`src/rtl/core_run_ctrl_if.sv`:
```
// Host/core-facing signal bundle of the run sequencer.
// The master side drives launch/abort/done; the slave (the sequencer) drives status and core controls.
interface core_run_ctrl_if #(
  parameter int CNT_W = 16
);
  logic             start;
  logic             abort;
  logic             core_done;
  logic             core_rst;
  logic             core_en;
  logic             busy;
  logic             run_done;
  logic             timeout;
  logic [CNT_W-1:0] cycle_count;
  logic [2:0]       state;

  modport master (
    output start, abort, core_done,
    input  core_rst, core_en, busy, run_done, timeout, cycle_count, state
  );

  modport slave (
    input  start, abort, core_done,
    output core_rst, core_en, busy, run_done, timeout, cycle_count, state
  );
endinterface

```
`src/rtl/core_run_ctrl.sv`:
```
// Run sequencer: launch on start edge, hold core in reset RST_CYCLES, run until done/abort/watchdog.
// All outputs registered (one-edge latency from inputs); no backpressure, host polls state/flags.
module core_run_ctrl #(
  parameter int RST_CYCLES = 2,
  parameter int CNT_W      = 16,
  parameter int MAX_CYCLES = 1000
) (
  input  logic           clk_i,
  input  logic           reset_i,
  core_run_ctrl_if.slave bus
);

  typedef enum logic [2:0] {
    S_IDLE = 3'd0,
    S_HOLD = 3'd1,
    S_RUN  = 3'd2,
    S_DONE = 3'd3,
    S_TOUT = 3'd4
  } state_e;

  state_e           state_q, state_d;
  logic [3:0]       hold_q, hold_d;
  logic [CNT_W-1:0] cnt_q, cnt_d;
  logic             done_q, done_d;
  logic             tout_q, tout_d;
  logic             start_q;
  logic             core_rst_q, core_en_q, busy_q;

  logic             launch;
  logic [CNT_W:0]   cnt_inc;
  logic             cnt_sat;
  logic             limit_hit;

  assign launch    = bus.start & ~start_q;
  assign cnt_inc   = {1'b0, cnt_q} + {{CNT_W{1'b0}}, 1'b1};
  assign cnt_sat   = &cnt_q;
  assign limit_hit = (MAX_CYCLES != 0) && (cnt_inc == (CNT_W+1)'(MAX_CYCLES));

  always_comb begin
    state_d = state_q;
    hold_d  = hold_q;
    cnt_d   = cnt_q;
    done_d  = done_q;
    tout_d  = tout_q;
    case (state_q)
      S_IDLE: begin
        if (launch) begin
          state_d = S_HOLD;
          hold_d  = 4'd0;
          cnt_d   = '0;
          done_d  = 1'b0;
          tout_d  = 1'b0;
        end
      end
      S_HOLD: begin
        hold_d = hold_q + 4'd1;
        if (bus.abort) begin
          state_d = S_IDLE;
        end else if (hold_q == 4'(RST_CYCLES - 1)) begin
          state_d = S_RUN;
        end
      end
      S_RUN: begin
        // The exit cycle is still a RUN cycle, so the count advances on every branch.
        cnt_d = cnt_sat ? cnt_q : cnt_inc[CNT_W-1:0];
        if (bus.abort) begin
          state_d = S_IDLE;
        end else if (bus.core_done) begin
          state_d = S_DONE;
          done_d  = 1'b1;
        end else if (limit_hit) begin
          state_d = S_TOUT;
          tout_d  = 1'b1;
        end
      end
      S_DONE, S_TOUT: begin
        if (bus.abort) begin
          state_d = S_IDLE;
          done_d  = 1'b0;
          tout_d  = 1'b0;
        end else if (launch) begin
          state_d = S_HOLD;
          hold_d  = 4'd0;
          cnt_d   = '0;
          done_d  = 1'b0;
          tout_d  = 1'b0;
        end
      end
      default: begin
        state_d = S_IDLE;
      end
    endcase
  end

  always_ff @(posedge clk_i or negedge reset_i) begin
    if (!reset_i) begin
      state_q    <= S_IDLE;
      hold_q     <= 4'd0;
      cnt_q      <= '0;
      done_q     <= 1'b0;
      tout_q     <= 1'b0;
      start_q    <= 1'b1;
      core_rst_q <= 1'b1;
      core_en_q  <= 1'b0;
      busy_q     <= 1'b0;
    end else begin
      state_q    <= state_d;
      hold_q     <= hold_d;
      cnt_q      <= cnt_d;
      done_q     <= done_d;
      tout_q     <= tout_d;
      start_q    <= bus.start;
      core_rst_q <= (state_d == S_IDLE) || (state_d == S_HOLD);
      core_en_q  <= (state_d == S_RUN);
      busy_q     <= (state_d == S_HOLD) || (state_d == S_RUN);
    end
  end

  assign bus.core_rst    = core_rst_q;
  assign bus.core_en     = core_en_q;
  assign bus.busy        = busy_q;
  assign bus.run_done    = done_q;
  assign bus.timeout     = tout_q;
  assign bus.cycle_count = cnt_q;
  assign bus.state       = state_q;

endmodule

```
`src/flat_wrapper.sv`:
```
// flat-port wrapper written by rule: the top's interface ports become plain ports
module core_run_ctrl_flat 
#(
  parameter int RST_CYCLES = 2,
  parameter int CNT_W      = 16,
  parameter int MAX_CYCLES = 1000
)
  (clk_i, reset_i, bus_start, bus_abort, bus_core_done, bus_core_rst, bus_core_en, bus_busy, bus_run_done, bus_timeout, bus_cycle_count, bus_state);
  core_run_ctrl_if #(.CNT_W(CNT_W)) bus_i ();
  input  logic clk_i;
  input  logic reset_i;
  input wire logic [$bits(bus_i.start)-1:0] bus_start;
  input wire logic [$bits(bus_i.abort)-1:0] bus_abort;
  input wire logic [$bits(bus_i.core_done)-1:0] bus_core_done;
  output wire logic [$bits(bus_i.core_rst)-1:0] bus_core_rst;
  output wire logic [$bits(bus_i.core_en)-1:0] bus_core_en;
  output wire logic [$bits(bus_i.busy)-1:0] bus_busy;
  output wire logic [$bits(bus_i.run_done)-1:0] bus_run_done;
  output wire logic [$bits(bus_i.timeout)-1:0] bus_timeout;
  output wire logic [$bits(bus_i.cycle_count)-1:0] bus_cycle_count;
  output wire logic [$bits(bus_i.state)-1:0] bus_state;
  assign bus_i.start = bus_start;
  assign bus_i.abort = bus_abort;
  assign bus_i.core_done = bus_core_done;
  assign bus_core_rst = bus_i.core_rst;
  assign bus_core_en = bus_i.core_en;
  assign bus_busy = bus_i.busy;
  assign bus_run_done = bus_i.run_done;
  assign bus_timeout = bus_i.timeout;
  assign bus_cycle_count = bus_i.cycle_count;
  assign bus_state = bus_i.state;
  core_run_ctrl #(.RST_CYCLES(RST_CYCLES), .CNT_W(CNT_W), .MAX_CYCLES(MAX_CYCLES)) u_core (.clk_i(clk_i), .reset_i(reset_i), .bus(bus_i));
endmodule
```
`config.mk`:
```
export PLATFORM = sky130hd
export DESIGN_NAME = core_run_ctrl_flat
export DESIGN_NICKNAME = d
export VERILOG_FILES = /design/src/rtl/core_run_ctrl_if.sv /design/src/rtl/core_run_ctrl.sv /design/src/flat_wrapper.sv
export SDC_FILE = /design/constraint.sdc
export NUM_CORES = 1
export LEC_CHECK = 0
export BUFFER_PORTS_ARGS = -buffer_cell sky130_fd_sc_hd__buf_2
export CAP_MARGIN = 20
export CORE_UTILIZATION = 60
export DETAILED_ROUTE_END_ITERATION = 16
export HOLD_SLACK_MARGIN = 0.08
export PLACE_DENSITY = 0.84
export SLEW_MARGIN = 20
export SYNTH_ARGS = -nofsm -noshare
export SYNTH_HDL_FRONTEND = slang
export SYNTH_SLANG_ARGS = --single-unit
export TNS_END_PERCENT = 1
```
`constraint.sdc`:
```
create_clock -name clk_i -period 3.58 [get_ports clk_i]
set_clock_uncertainty 0.1 [all_clocks]
set_input_delay 0.716 -clock clk_i [delete_from_list [all_inputs] [get_ports clk_i]]
set_output_delay 0.716 -clock clk_i [all_outputs]
set_load 0.1 [all_outputs]
```
# [Word-level counts from Yosys, hierarchy flattened]
# Index checks and enable logic that the tools add are counted.
[classes] reduce_logical=12 n_bitwise=2 eq_ne=14 add_sub_neg=2 mux=26
[ops] operator="two-way mux 16 bit" n=3
[ops] operator="one-hot mux 16 bit (3 select lines)" n=1
[ops] operator="two-way mux 3 bit" n=7
[ops] operator="adder 16 x 1 -> 17 bit, second input constant" n=1
[ops] operator="equality test 17 x 10 -> 1 bit, second input constant" n=1
[ops] operator="AND reduction 16 bit" n=1
[ops] operator="one-hot mux 3 bit (4 select lines)" n=1
[ops] operator="one-hot mux 4 bit (3 select lines)" n=1
[ops] operator="inequality test 2 bit, second input constant" n=5
[ops] operator="equality test 3 x 2 -> 1 bit, second input constant" n=3
[ops] operator="two-way mux 1 bit" n=9
[ops] operator="two-way mux 4 bit" n=2
[ops] operator="equality test 3 x 1 -> 1 bit, second input constant" n=2
[ops] operator="logical NOT 3 bit" n=2
[ops] operator="one-hot mux 1 bit (3 select lines)" n=2
[ops] operator="AND reduction 3 bit" n=2
[ops] operator="nonzero test 3 bit" n=2
[ops] operator="adder 4 x 1 -> 4 bit, second input constant" n=1
[ops] operator="equality test 4 x 1 -> 1 bit, second input constant" n=1
[ops] operator="AND reduction 4 bit" n=1
[ops] operator="equality test 3 bit, second input constant" n=1
[ops] operator="logical OR 1 bit" n=2
[ops] operator="inequality test 2 x 1 -> 1 bit, second input constant" n=1
[ops] operator="AND reduction 2 bit" n=1
[ops] operator="3 further kinds" n=3
[word_totals] in_bits=5 ff_bits=29 elab_cells=65 output_inout_bits=24

# [Longest topological paths before layout]
# Gate-level depths: netlist of run 1.
[logic_depth] depth_word=8 depth_mapped=8 mapped_depth_nobuf=8

# [Worst setup path after synthesis of run 1]
# OpenSTA, ideal clock, no wires.
[synth_path] path_kind="reg2reg" startpoint="register u_core.cnt_q[0] (netlist: u_core.bus.cycle_count[0])" endpoint="register u_core.core_rst_q (netlist: u_core.bus.core_rst)" t_arrival_ns=2.826 required_time_ns=3.403 path_stages_with_launch=9 path_buffers=1 setup_slack_ns=0.577 synth_period_minus_slack_ns=3.003 setup_time_ns=0.077 cell_sequence="dfrtp_1 ha_1 and2_1 clkbuf_1 nand3_1 or3_1 a2111o_1 o21a_1 o21a_1"
[synth_via] elab_chain_cells=8 word_cells_on_any_way=9 classes_between="add/sub (1); eq/ne (2); mux (4); reduce/logical (2)"
[synth_lines] item="from (decl)" line_no="core_run_ctrl.sv:23" text="logic [CNT_W-1:0] cnt_q, cnt_d;"
[synth_lines] item="from (signal assigned)" line_no="core_run_ctrl.sv:109" text="cnt_q <= cnt_d;"
[synth_lines] item="adder 16 x 1 -> 17 bit *" line_no="core_run_ctrl.sv:35" text="assign cnt_inc = {1'b0, cnt_q} + {{CNT_W{1'b0}}, 1'b1};"
[synth_lines] item="equality test 17 x 10 -> 1 bit *" line_no="core_run_ctrl.sv:37" text="assign limit_hit = (MAX_CYCLES != 0) && (cnt_inc == (CNT_W+1)'(MAX_CYCLES));"
[synth_lines] item="two-way mux 3 bit *" line_no="core_run_ctrl.sv:71" text="end else if (limit_hit) begin"
[synth_lines] item="two-way mux 3 bit *" line_no="core_run_ctrl.sv:68" text="end else if (bus.core_done) begin"
[synth_lines] item="two-way mux 3 bit *" line_no="core_run_ctrl.sv:66" text="if (bus.abort) begin"
[synth_lines] item="one-hot mux 3 bit (4 select lines) *" line_no="core_run_ctrl.sv:45" text="case (state_q)"
[synth_lines] item="equality test 3 x 1 -> 1 bit / logical NOT 3 bit (equally long branches)" line_no="core_run_ctrl.sv:113" text="core_rst_q <= (state_d == S_IDLE) || (state_d == S_HOLD);"
[synth_lines] item="logical OR 1 bit *" line_no="core_run_ctrl.sv:113"
[synth_lines] item="to (signal assigned)" line_no="core_run_ctrl.sv:113"
[synth_lines] item="to (decl)" line_no="core_run_ctrl.sv:27" text="logic core_rst_q, core_en_q, busy_q;"
# Every way passes the cells marked *; elsewhere a longest branch is shown, timed or not.
# A chain may end at the register's enable or synchronous reset.

# [Worst setup path after layout of run 1]
[layout_path] startpoint="register u_core.cnt_q[0] (netlist: u_core.bus.cycle_count[0])" endpoint="register u_core.cnt_q[2] (netlist: u_core.bus.cycle_count[2])"
[layout_via] elab_chain_cells=3 word_cells_on_any_way=6 classes_between="add/sub (1); eq/ne (1); mux (2); reduce/logical (2)"
[layout_lines] item="adder 16 x 1 -> 17 bit / AND reduction 16 bit (equally long branches)" line_no="core_run_ctrl.sv:35, core_run_ctrl.sv:36"
[layout_lines] item="two-way mux 16 bit / inequality test 2 bit (equally long branches)"
[layout_lines] item="one-hot mux 16 bit (3 select lines) / AND reduction 3 bit (equally long branches)"
# Parallel ways exist; a longest one is shown, timed or not. The select of a mux whose other input is x is not followed.

==> results.md, run 1 <==
| Step | Quantity | This run |
|:---|:---|:---|
| route | Highest metal layer used by the detailed router | met4 |
| power | Power density over the cells | 547 nW/µm² |
| placed design | Post-DP HPWL | 2850 µm |
| route | Post-detailed-route count of antenna-violating nets | 0 |
| clock network | TritonCTS clock tree | done |
| floorplan | Total I/O pin count | 29 |
| sta | Final setup violation count | 0 |
| layout | Total area of multi-input combinational cells | 976 µm² |
| sta | Unrepaired setup endpoints after global routing | no |
| power | Part of the power in registers | 39.8% |
| logic synthesis | Number of distinct library cells after synthesis | 47 |
| sta | Clock period minus worst slack | 2750 ps |
| worst setup path | Chain of cells forming the critical path | ha_1 -> nand2_1 -> nor3_2 -> a41o_1 -> or2_1 -> o21ai_0 |
| power | Internal | 0.556 mW |
| worst setup path | CP Capture Type | flop |
| layout | Fill cell count | 211 |
| layout | Diodes inserted | 0 |
| placed design | Final estimated routing congestion in global placement | 0.914 |
| placed design | Number of buffers inserted by port buffering | 28 |
| worst setup path | CP Max Fanout | 18 |
| worst setup path | Flop-to-flop setup slack | 830 ps |
| power | Clock network fraction of total power | 18.3% |
| route | DRC viols | 0 |
| clock network | Buffer cell driving the clock tree root | sky130_fd_sc_hd__clkbuf_4 |
| sta | Max-slew headroom | 58.3% |
| power | Net switching power | 0.516 mW |
| power | Peak supply drop | 0.513 mV |
| sta | Total count of max-transition violations in the final report | 0 |
| grt | First-pass GRT wire length | 6840 µm |
| worst setup path | Worst R2R Path Depth | 6 |
| run | Maximum Capacitance Violations | 0 |
| logic synthesis | Number of enable-type register cells in the synthesized netlist | 0 |
| floorplan | Core region area | 2780 µm² |
| clock network | Maximum buffer depth of the clock tree | 2 |
| power | Part of the total power dissipated in combinational logic | 41.9% |
| floorplan | Area enclosed by the die boundary | 3200 µm² |
| grt | Maximum number of pins on one net before global-route repair | 30 |
| logic synthesis | Post-Syn Instances | 201 |
| layout | Most common cell after layout, fill and taps aside | sky130_fd_sc_hd__buf_2 |
| floorplan | Height of the die | 56.5 µm |
| logic synthesis | Share of async-settable or async-resettable flops after synthesis | 100% |
| worst setup path | Max stage delay cell, worst path | sky130_fd_sc_hd__a41o_1 |
| clock network | Number of H-tree levels | 2 |
| power | Leak Pwr | 0.932 nW |
| layout | Growth of design area from synthesis to finish | 9.89% |
| layout | Final nets | 231 |
| route | DRT met1 WL | 1680 µm |
| layout | Final core utilization | 70.5% |
| sta | Transition time at the pin with the least slew margin | 626 ps |
| route | Post-detailed-route via-to-cell ratio | 6.51 |
| logic synthesis | Synthesis-stage register bit count | 29 |
| grt | Sum of overflow across all layers after global routing | 0 |
| logic synthesis | Register area share after synthesis | 40.8% |
| clock network | PostCTS Resize Cnt | 0 |
| clock network | Reg clk slew, reported paths | 100 ps |
| layout | Highest-count cells in the layout ignoring fill and taps | sky130_fd_sc_hd__buf_2 (28), sky130_fd_sc_hd__dfrtp_1 (27), sky130_fd_sc_hd__o21ai_0 (26) |
| sta | Fraction of the cycle the final worst path needs | 76.8% |
| logic synthesis | Most frequently used flop master after synthesis | sky130_fd_sc_hd__dfrtp_1 |
| power | Proportion of total power due to net switching | 48.1% |
| route | Met2 Wirelength | 2020 µm |
| floorplan | Starting Density | 64.1% |
| route | Met3 wirelength from detailed routing | 230 µm |
| worst setup path | Worst endpoint data arrival time | 2860 ps |
| route | Pre-antenna DRT Iters | 4 |
| worst setup path | Data required, critical path | 3690 ps |
| logic synthesis | Synth Cell Area | 1780 µm² |
| route | Per-cell routed wire length | 15.9 µm |
| sta | Count of endpoints failing hold in the final timing report | 0 |
| clock network | TritonCTS buffer count | 5 |
| floorplan | Die span in x | 56.5 µm |
| sta | Setup tns final | 0 ps |
| worst setup path | Startpoint-to-endpoint class of the critical path | flop to flop |
| clock network | Later-pin clock latency in the skew report | 340 ps |
| sta | Post-route worst hold slack | 270 ps |
| clock network | Hold-fix buffers, CTS | 0 |
| route | Vias post-DR | 1659 |
| worst setup path | Kind of start point of the critical path | flop |
| layout | Layout cell share with drive strength beyond 1 | 21.0% |
| clock network | Count of buffers added by post-CTS timing repair for setup | 0 |
| route | Total Wirelength | 4050 µm |
| worst setup path | Crit-path max cell delay | 550 ps |
| logic synthesis | Mapped Nets | 209 |
| sta | Max Freq | 364 MHz |
| layout | Area taken by flip-flops and latches | 728 µm² |
| worst setup path | Worst r2r dst | u_core.bus.cycle_count[2]$_DFFE_PN0P_ |
| logic synthesis | Number of warnings issued by yosys | 0 |
| grt | Number of antenna violations at the first check in global routing | 0 |
| power | Total power consumption of the routed design | 1.07 mW |
| clock network | Clock sinks | 29 |
| route | Initial drt markers | 94 |
| floorplan | Number of placement rows | 19 |
| run status | Run status | finished clean |
| worst setup path | Reg2Reg Launch Point | u_core.bus.cycle_count[0]$_DFFE_PN0P_ |
| logic synthesis | Synthesized area per cell | 8.88 µm² |
| grt | Number of global-route vias before repair | 1570 |
| grt | Overall global routing resource usage | 28.0% |
| hold path | Type of the most critical hold path | input pin to asynchronous set/reset pin |
-- worst max-delay path: cells and delay by family (launching register included) --
family	cells	cell delay, ps
AO/OA/AOI/OAI	2	720
adder cells (fa/ha/maj)	1	280
flip-flops	1	500
AND/OR/NAND/NOR	3	1010
-- cells in the mapped netlist (2+ instances only) --
| library cell | count | area (µm²) |
|---|---|---|
| sky130_fd_sc_hd__dfrtp_1 | 27 | 676 |
| sky130_fd_sc_hd__o21ai_0 | 26 | 130 |
| sky130_fd_sc_hd__nand2_1 | 19 | 71.3 |
| sky130_fd_sc_hd__nor2_1 | 17 | 63.8 |
| sky130_fd_sc_hd__a21oi_1 | 11 | 55.1 |
| sky130_fd_sc_hd__clkbuf_1 | 9 | 33.8 |
| sky130_fd_sc_hd__inv_1 | 7 | 26.3 |
| sky130_fd_sc_hd__o31ai_1 | 7 | 52.6 |
| sky130_fd_sc_hd__a31oi_1 | 5 | 31.3 |
| sky130_fd_sc_hd__and2_1 | 5 | 31.3 |
| sky130_fd_sc_hd__nand3_1 | 5 | 25.0 |
| sky130_fd_sc_hd__xnor2_1 | 5 | 43.8 |
| sky130_fd_sc_hd__a22o_1 | 4 | 35.0 |
| sky130_fd_sc_hd__mux2i_1 | 4 | 40.0 |
| sky130_fd_sc_hd__nor3_1 | 4 | 20.0 |
| sky130_fd_sc_hd__and3_1 | 3 | 18.8 |
| sky130_fd_sc_hd__buf_2 | 3 | 15.0 |
| sky130_fd_sc_hd__ha_1 | 3 | 37.5 |
| sky130_fd_sc_hd__o21a_1 | 3 | 22.5 |
| sky130_fd_sc_hd__o41ai_1 | 3 | 26.3 |
| sky130_fd_sc_hd__dfstp_2 | 2 | 52.6 |
| sky130_fd_sc_hd__nand2b_1 | 2 | 12.5 |
| sky130_fd_sc_hd__nand4_1 | 2 | 12.5 |
| sky130_fd_sc_hd__nand4b_1 | 2 | 17.5 |
-- through the flow --
step,worst slack [ps],instance area (µm²),cells
after floorplan,577,1780,201
after global placement,990,1910,247
after detailed placement,841,1910,247
after CTS,869,1960,255
after global routing,672,1960,255
final,831,1960,255
-- how the worst max path moves through the flow --
stage | startpoint | to | slack, ps | cells after the start
4_1_cts | u_core.bus.cycle_count[0]$_DFFE_PN0P_ | u_core.bus.cycle_count[2]$_DFFE_PN0P_ | 870 | 6
3_3_place_gp | bus_start | u_core.bus.cycle_count[7]$_DFFE_PN0P_ | 990 | 7
5_1_grt | u_core.bus.cycle_count[0]$_DFFE_PN0P_ | u_core.bus.cycle_count[2]$_DFFE_PN0P_ | 670 | 6
2_1_floorplan | u_core.bus.cycle_count[0]$_DFFE_PN0P_ | u_core.bus.core_rst$_DFF_PN1_ | 580 | 8
3_5_place_dp | bus_start | u_core.bus.cycle_count[7]$_DFFE_PN0P_ | 840 | 7
6_report | u_core.bus.cycle_count[0]$_DFFE_PN0P_ | u_core.bus.cycle_count[2]$_DFFE_PN0P_ | 830 | 6
-- power by group through the flow --
stage	combinational, mW	sequential, mW	clock [mW]
floorplan	0.201	0.598	0
detailed placement	0.449	0.431	0
global route	0.489	0.434	0.207
finish	0.449	0.427	0.196
CTS	0.450	0.425	0.198
global placement	0.437	0.426	0
-- state kept, by name (all words and copies together), names as in the netlist --
name,count
u_core.bus.cycle_count,16
u_core.bus.timeout,1
u_core.bus.state,3
u_core.bus.core_rst,1
u_core.bus.run_done,1
u_core.bus.busy,1
u_core.hold_q,4
u_core.start_q,1
u_core.bus.core_en,1
-- metal layers --
layer / track usage (%) / up-vias
met2: 46.9 / 72
met5: 0 / -
met4: 16.4 / 0
met1: 33.6 / 795
li1: - / 778
met3: 4.84 / 14
-- cell type report --
| class | count | share of cell area, % |
|---|---|---|
| timing repair buffer | 28 | 7.15 |
| clock buffer | 6 | 2.11 |
| tap | 31 | 1.98 |
| clock inverter | 2 | 0.511 |
| inverter | 7 | 1.34 |
| sequential | 29 | 37.1 |
| multi-input combinational | 152 | 49.8 |
-- cells by family after synthesis --
logic type | share of synthesized area, %
muxes | 2.88
adders and majority gates | 2.10
and+or+nand+nor | 23.4
xor gates and xnor gates | 2.95
AOI/OAI and AO/OA | 23.4
buffers and inverters | 4.49
DFF | 40.8
(Power assumes the default switching activity.)
==> inputs of run 2 (changes only) <==
- ABC_AREA: not set -> 1
- CORE_UTILIZATION: 60 -> 51
- PLACE_DENSITY: 0.84 -> 0.76
- clock period: 3.58 -> 2.5 ns (I/O delays scaled with it)
==> run 2 against run 1 <==
Effect of this change:
- critical path type unchanged
- cell area grew 7.7%
- total power increased to 2.8 times the previous value
- largest cell class unchanged
- routed wire length grew 12%
- sequential power rose by 92%
- utilization decreased by 8.2 points
- cell count grew 35%
==> results.md, run 2 <==
| Step | Quantity | This run |
|:---|:---|:---|
| worst setup path | Worst endpoint data arrival time | 2230 ps |
| logic synthesis | Largest cells by area after synthesis | sky130_fd_sc_hd__dfrtp_1 (37%), sky130_fd_sc_hd__nand2_1 (15%), sky130_fd_sc_hd__inv_1 (7.9%) |
| worst setup path | CP Capture Type | flop |
| worst setup path | Kind of start point of the critical path | flop |
| clock network | PostCTS Resize Cnt | 0 |
| sta | Setup tns final | 0 ps |
| grt | Overall global routing resource usage | 27.1% |
| logic synthesis | Number of warnings issued by yosys | 0 |
| worst setup path | Data required, critical path | 2620 ps |
| logic synthesis | Cell taking the most area after synthesis | sky130_fd_sc_hd__dfrtp_1 |
| logic synthesis | Commonest cells in the synthesized netlist | sky130_fd_sc_hd__nand2_1 (74), sky130_fd_sc_hd__inv_1 (39), sky130_fd_sc_hd__nand3_1 (29), sky130_fd_sc_hd__dfrtp_1 (27), sky130_fd_sc_hd__nor2_1 (23) |
| placed design | Final estimated routing congestion in global placement | 0.925 |
| logic synthesis | Synthesis-stage register bit count | 29 |
| clock network | Reg clk slew, reported paths | 100 ps |
| worst setup path | Startpoint-to-endpoint class of the critical path | flop to flop |
| clock network | Count of buffers added by post-CTS timing repair for setup | 0 |
| logic synthesis | Fraction of post-synthesis cell area in the top cell type by area | 36.6% |
| power | Peak supply drop | 0.662 mV |
| sta | Transition time at the pin with the least slew margin | 635 ps |
| layout | Final core utilization | 62.3% |
| clock network | Maximum buffer depth of the clock tree | 2 |
| worst setup path | Delay-heaviest family, CP | simple AND/OR/NAND/NOR gates |
| floorplan | Number of placement rows | 21 |
| route | Vias post-DR | 1856 |
| clock network | Number of H-tree levels | 2 |
| worst setup path | Chain of cells forming the critical path | ha_1 -> nand3_1 -> nor2_1 -> nand2_1 -> nand2_1 -> nand3_1 -> nor2_1 -> nand4_1 -> nand2_1 -> nand2_2 -> nand2_1 -> nand2_1 |
| route | Post-detailed-route via-to-cell ratio | 5.40 |
| clock network | Clock sinks | 29 |
| power | Power density over the cells | 1410 nW/µm² |
| logic synthesis | Most frequently used flop master after synthesis | sky130_fd_sc_hd__dfrtp_1 |
| floorplan | Die span in x | 62.2 µm |
| layout | Growth of design area from synthesis to finish | 14.4% |
| placed design | Post-DP HPWL | 3520 µm |
| route | Initial drt markers | 115 |
| layout | Fill cell count | 325 |
| grt | Maximum number of pins on one net before global-route repair | 30 |
| route | Per-cell routed wire length | 13.2 µm |
| logic synthesis | Number of enable-type register cells in the synthesized netlist | 0 |
| sta | Count of endpoints failing hold in the final timing report | 0 |
| clock network | TritonCTS clock tree | done |
| run status | Run status | finished clean |
| worst setup path | Cell with the most instances on the worst path | sky130_fd_sc_hd__nand2_1 |
| placed design | Placed Cells incl. Taps | 336 |
| floorplan | Core region area | 3390 µm² |
| sta | Max-slew headroom | 57.7% |
| layout | Most common cell after layout, fill and taps aside | sky130_fd_sc_hd__nand2_1 |
| floorplan | Starting Density | 54.4% |
| layout | Diodes inserted | 0 |
| sta | Fraction of the cycle the final worst path needs | 84.4% |
| grt | Sum of overflow across all layers after global routing | 0 |
| clock network | Buffer cell driving the clock tree root | sky130_fd_sc_hd__clkbuf_4 |
| logic synthesis | Synth Cell Area | 1850 µm² |
| logic synthesis | Library cell with the highest instance count after synthesis | sky130_fd_sc_hd__nand2_1 |
| power | Leak Pwr | 1.08 nW |
| logic synthesis | Register area share after synthesis | 39.5% |
| sta | Total count of max-transition violations in the final report | 0 |
| layout | Final nets | 305 |
| logic synthesis | Share of async-settable or async-resettable flops after synthesis | 100% |
| route | Post-detailed-route count of antenna-violating nets | 0 |
| hold path | Type of the most critical hold path | input pin to asynchronous set/reset pin |
| placed design | Number of buffers inserted by port buffering | 28 |
| grt | Number of antenna violations at the first check in global routing | 0 |
| run | Maximum Capacitance Violations | 0 |
| sta | Max Freq | 474 MHz |
| clock network | Later-pin clock latency in the skew report | 330 ps |
| floorplan | Height of the die | 62.2 µm |
| route | Total Wirelength | 4530 µm |
| logic synthesis | Post-Syn Instances | 262 |
| sta | Clock period minus worst slack | 2110 ps |
| placed design | Post-DP Area | 2040 µm² |
| grt | Number of global-route vias before repair | 1880 |
| logic synthesis | Number of distinct library cells after synthesis | 26 |
| layout | Flip-flop count of the largest register after layout | 16 |
| logic synthesis | Mapped Nets | 270 |
| route | Pre-antenna DRT Iters | 4 |
| grt | First-pass GRT wire length | 8200 µm |
| worst setup path | Crit-path max cell delay | 420 ps |
| worst setup path | Buffers and inverters on the worst path | 0 |
| layout | Final cell count without fillers | 344 |
| layout | Post-layout instance area | 2110 µm² |
| route | DRC viols | 0 |
| layout | Area taken by flip-flops and latches | 731 µm² |
| logic synthesis | Synthesized area per cell | 7.04 µm² |
| clock network | TritonCTS buffer count | 5 |
| layout | Total area of multi-input combinational cells | 952 µm² |
| floorplan | Total I/O pin count | 29 |
| power | Total power consumption of the routed design | 2.98 mW |
| floorplan | Area enclosed by the die boundary | 3860 µm² |
| layout | Highest-count cells in the layout ignoring fill and taps | sky130_fd_sc_hd__nand2_1 (74), sky130_fd_sc_hd__inv_1 (39), sky130_fd_sc_hd__nand3_1 (29) |
| worst setup path | CP Max Fanout | 6 |
| sta | Final setup violation count | 0 |
| worst setup path | Max stage delay cell, worst path | sky130_fd_sc_hd__dfrtp_2 |
| sta | Unrepaired setup endpoints after global routing | no |
| clock network | Hold-fix buffers, CTS | 0 |
| layout | Layout cell share with drive strength beyond 1 | 20.5% |
[run 2: cell types whose count changed after synthesis, sizes merged, moves of 5 or more]
cell,change
nand4,+5
and2,-5
o22ai,+7
o21ai,-5
nand2,+59
xnor2,-5
clkbuf,-10
nor2,+10
nand3,+24
inv,+33
o31ai,-7
[run 2: power breakdown]
group	internal [mW]	leakage [nW]	switching [mW]	total [mW]
combinational	0.340	0.654	1.49	1.83
clock	0.163	0.0413	0.169	0.331
sequential	0.633	0.380	0.186	0.820
total	1.14	1.08	1.85	2.98
[run 2: worst reg2reg max path, delay by kind of cell, from the launching register on]
kind | cells | cell delay (ps)
fa+ha+maj | 1 | 210
flops | 1 | 420
simple gates | 11 | 1270
[run 2: metal layers]
metal | GRT usage [%] | wire length [µm] | vias to the layer above
met2 | 45.6 | 2190 | 53
li1 | - | - | 935
met3 | 5.51 | 209 | 13
met1 | 32.2 | 2010 | 855
met4 | 15.4 | 124 | 0
met5 | 0 | 0 | -
[run 2: final timing paths]
kind / from / to / slack (ps) / cells past startpoint
worst max register to register: u_core.bus.cycle_count[0]$_DFFE_PN0P_ / u_core.bus.busy$_DFF_PN0_ / 390 / 12
worst max-delay path: u_core.bus.cycle_count[0]$_DFFE_PN0P_ / u_core.bus.busy$_DFF_PN0_ / 390 / 12
worst min register to register: u_core.bus.timeout$_DFFE_PN0P_ / u_core.bus.timeout$_DFFE_PN0P_ / 420 / 2
max in group asynchronous: reset_i / u_core.bus.cycle_count[0]$_DFFE_PN0P_ / 1780 / 1
worst min-delay path: reset_i / u_core.bus.cycle_count[15]$_DFFE_PN0P_ / 70 / 1
min in group clk_i: bus_start / u_core.start_q$_DFF_PN1_ / 180 / 1
[run 2: layout make-up]
class / instances / area share, %
Tap cell: 46 / 2.73
Inverter: 41 / 7.29
Multi-Input combinational cell: 191 / 45.1
Clock buffer: 7 / 3.08
Clock inverter: 1 / 0.237
Sequential cell: 29 / 34.6
Timing Repair Buffer: 29 / 6.99
[run 2: logic make-up (layout without fill, tap and decap cells)]
| logic type | Yosys count | count (layout) | synth area share [%] |
|---|---|---|---|
| compound gates | 40 | 40 | 14.1 |
| xor+xnor | 1 | 1 | 0.475 |
| fa+ha+maj | 3 | 3 | 2.03 |
| buf+inv | 42 | 78 | 8.95 |
| flops | 29 | 29 | 39.5 |
| simple gates | 147 | 147 | 35.0 |
[run 2: metrics by stage]
step | hold WS, ps | worst slack [ps]
after floorplan | 104 | 90.6
after global placement | 406 | 451
after detailed placement | 399 | 424
after CTS | 93.3 | 412
after global routing | 122 | 103
final | 74.1 | 390
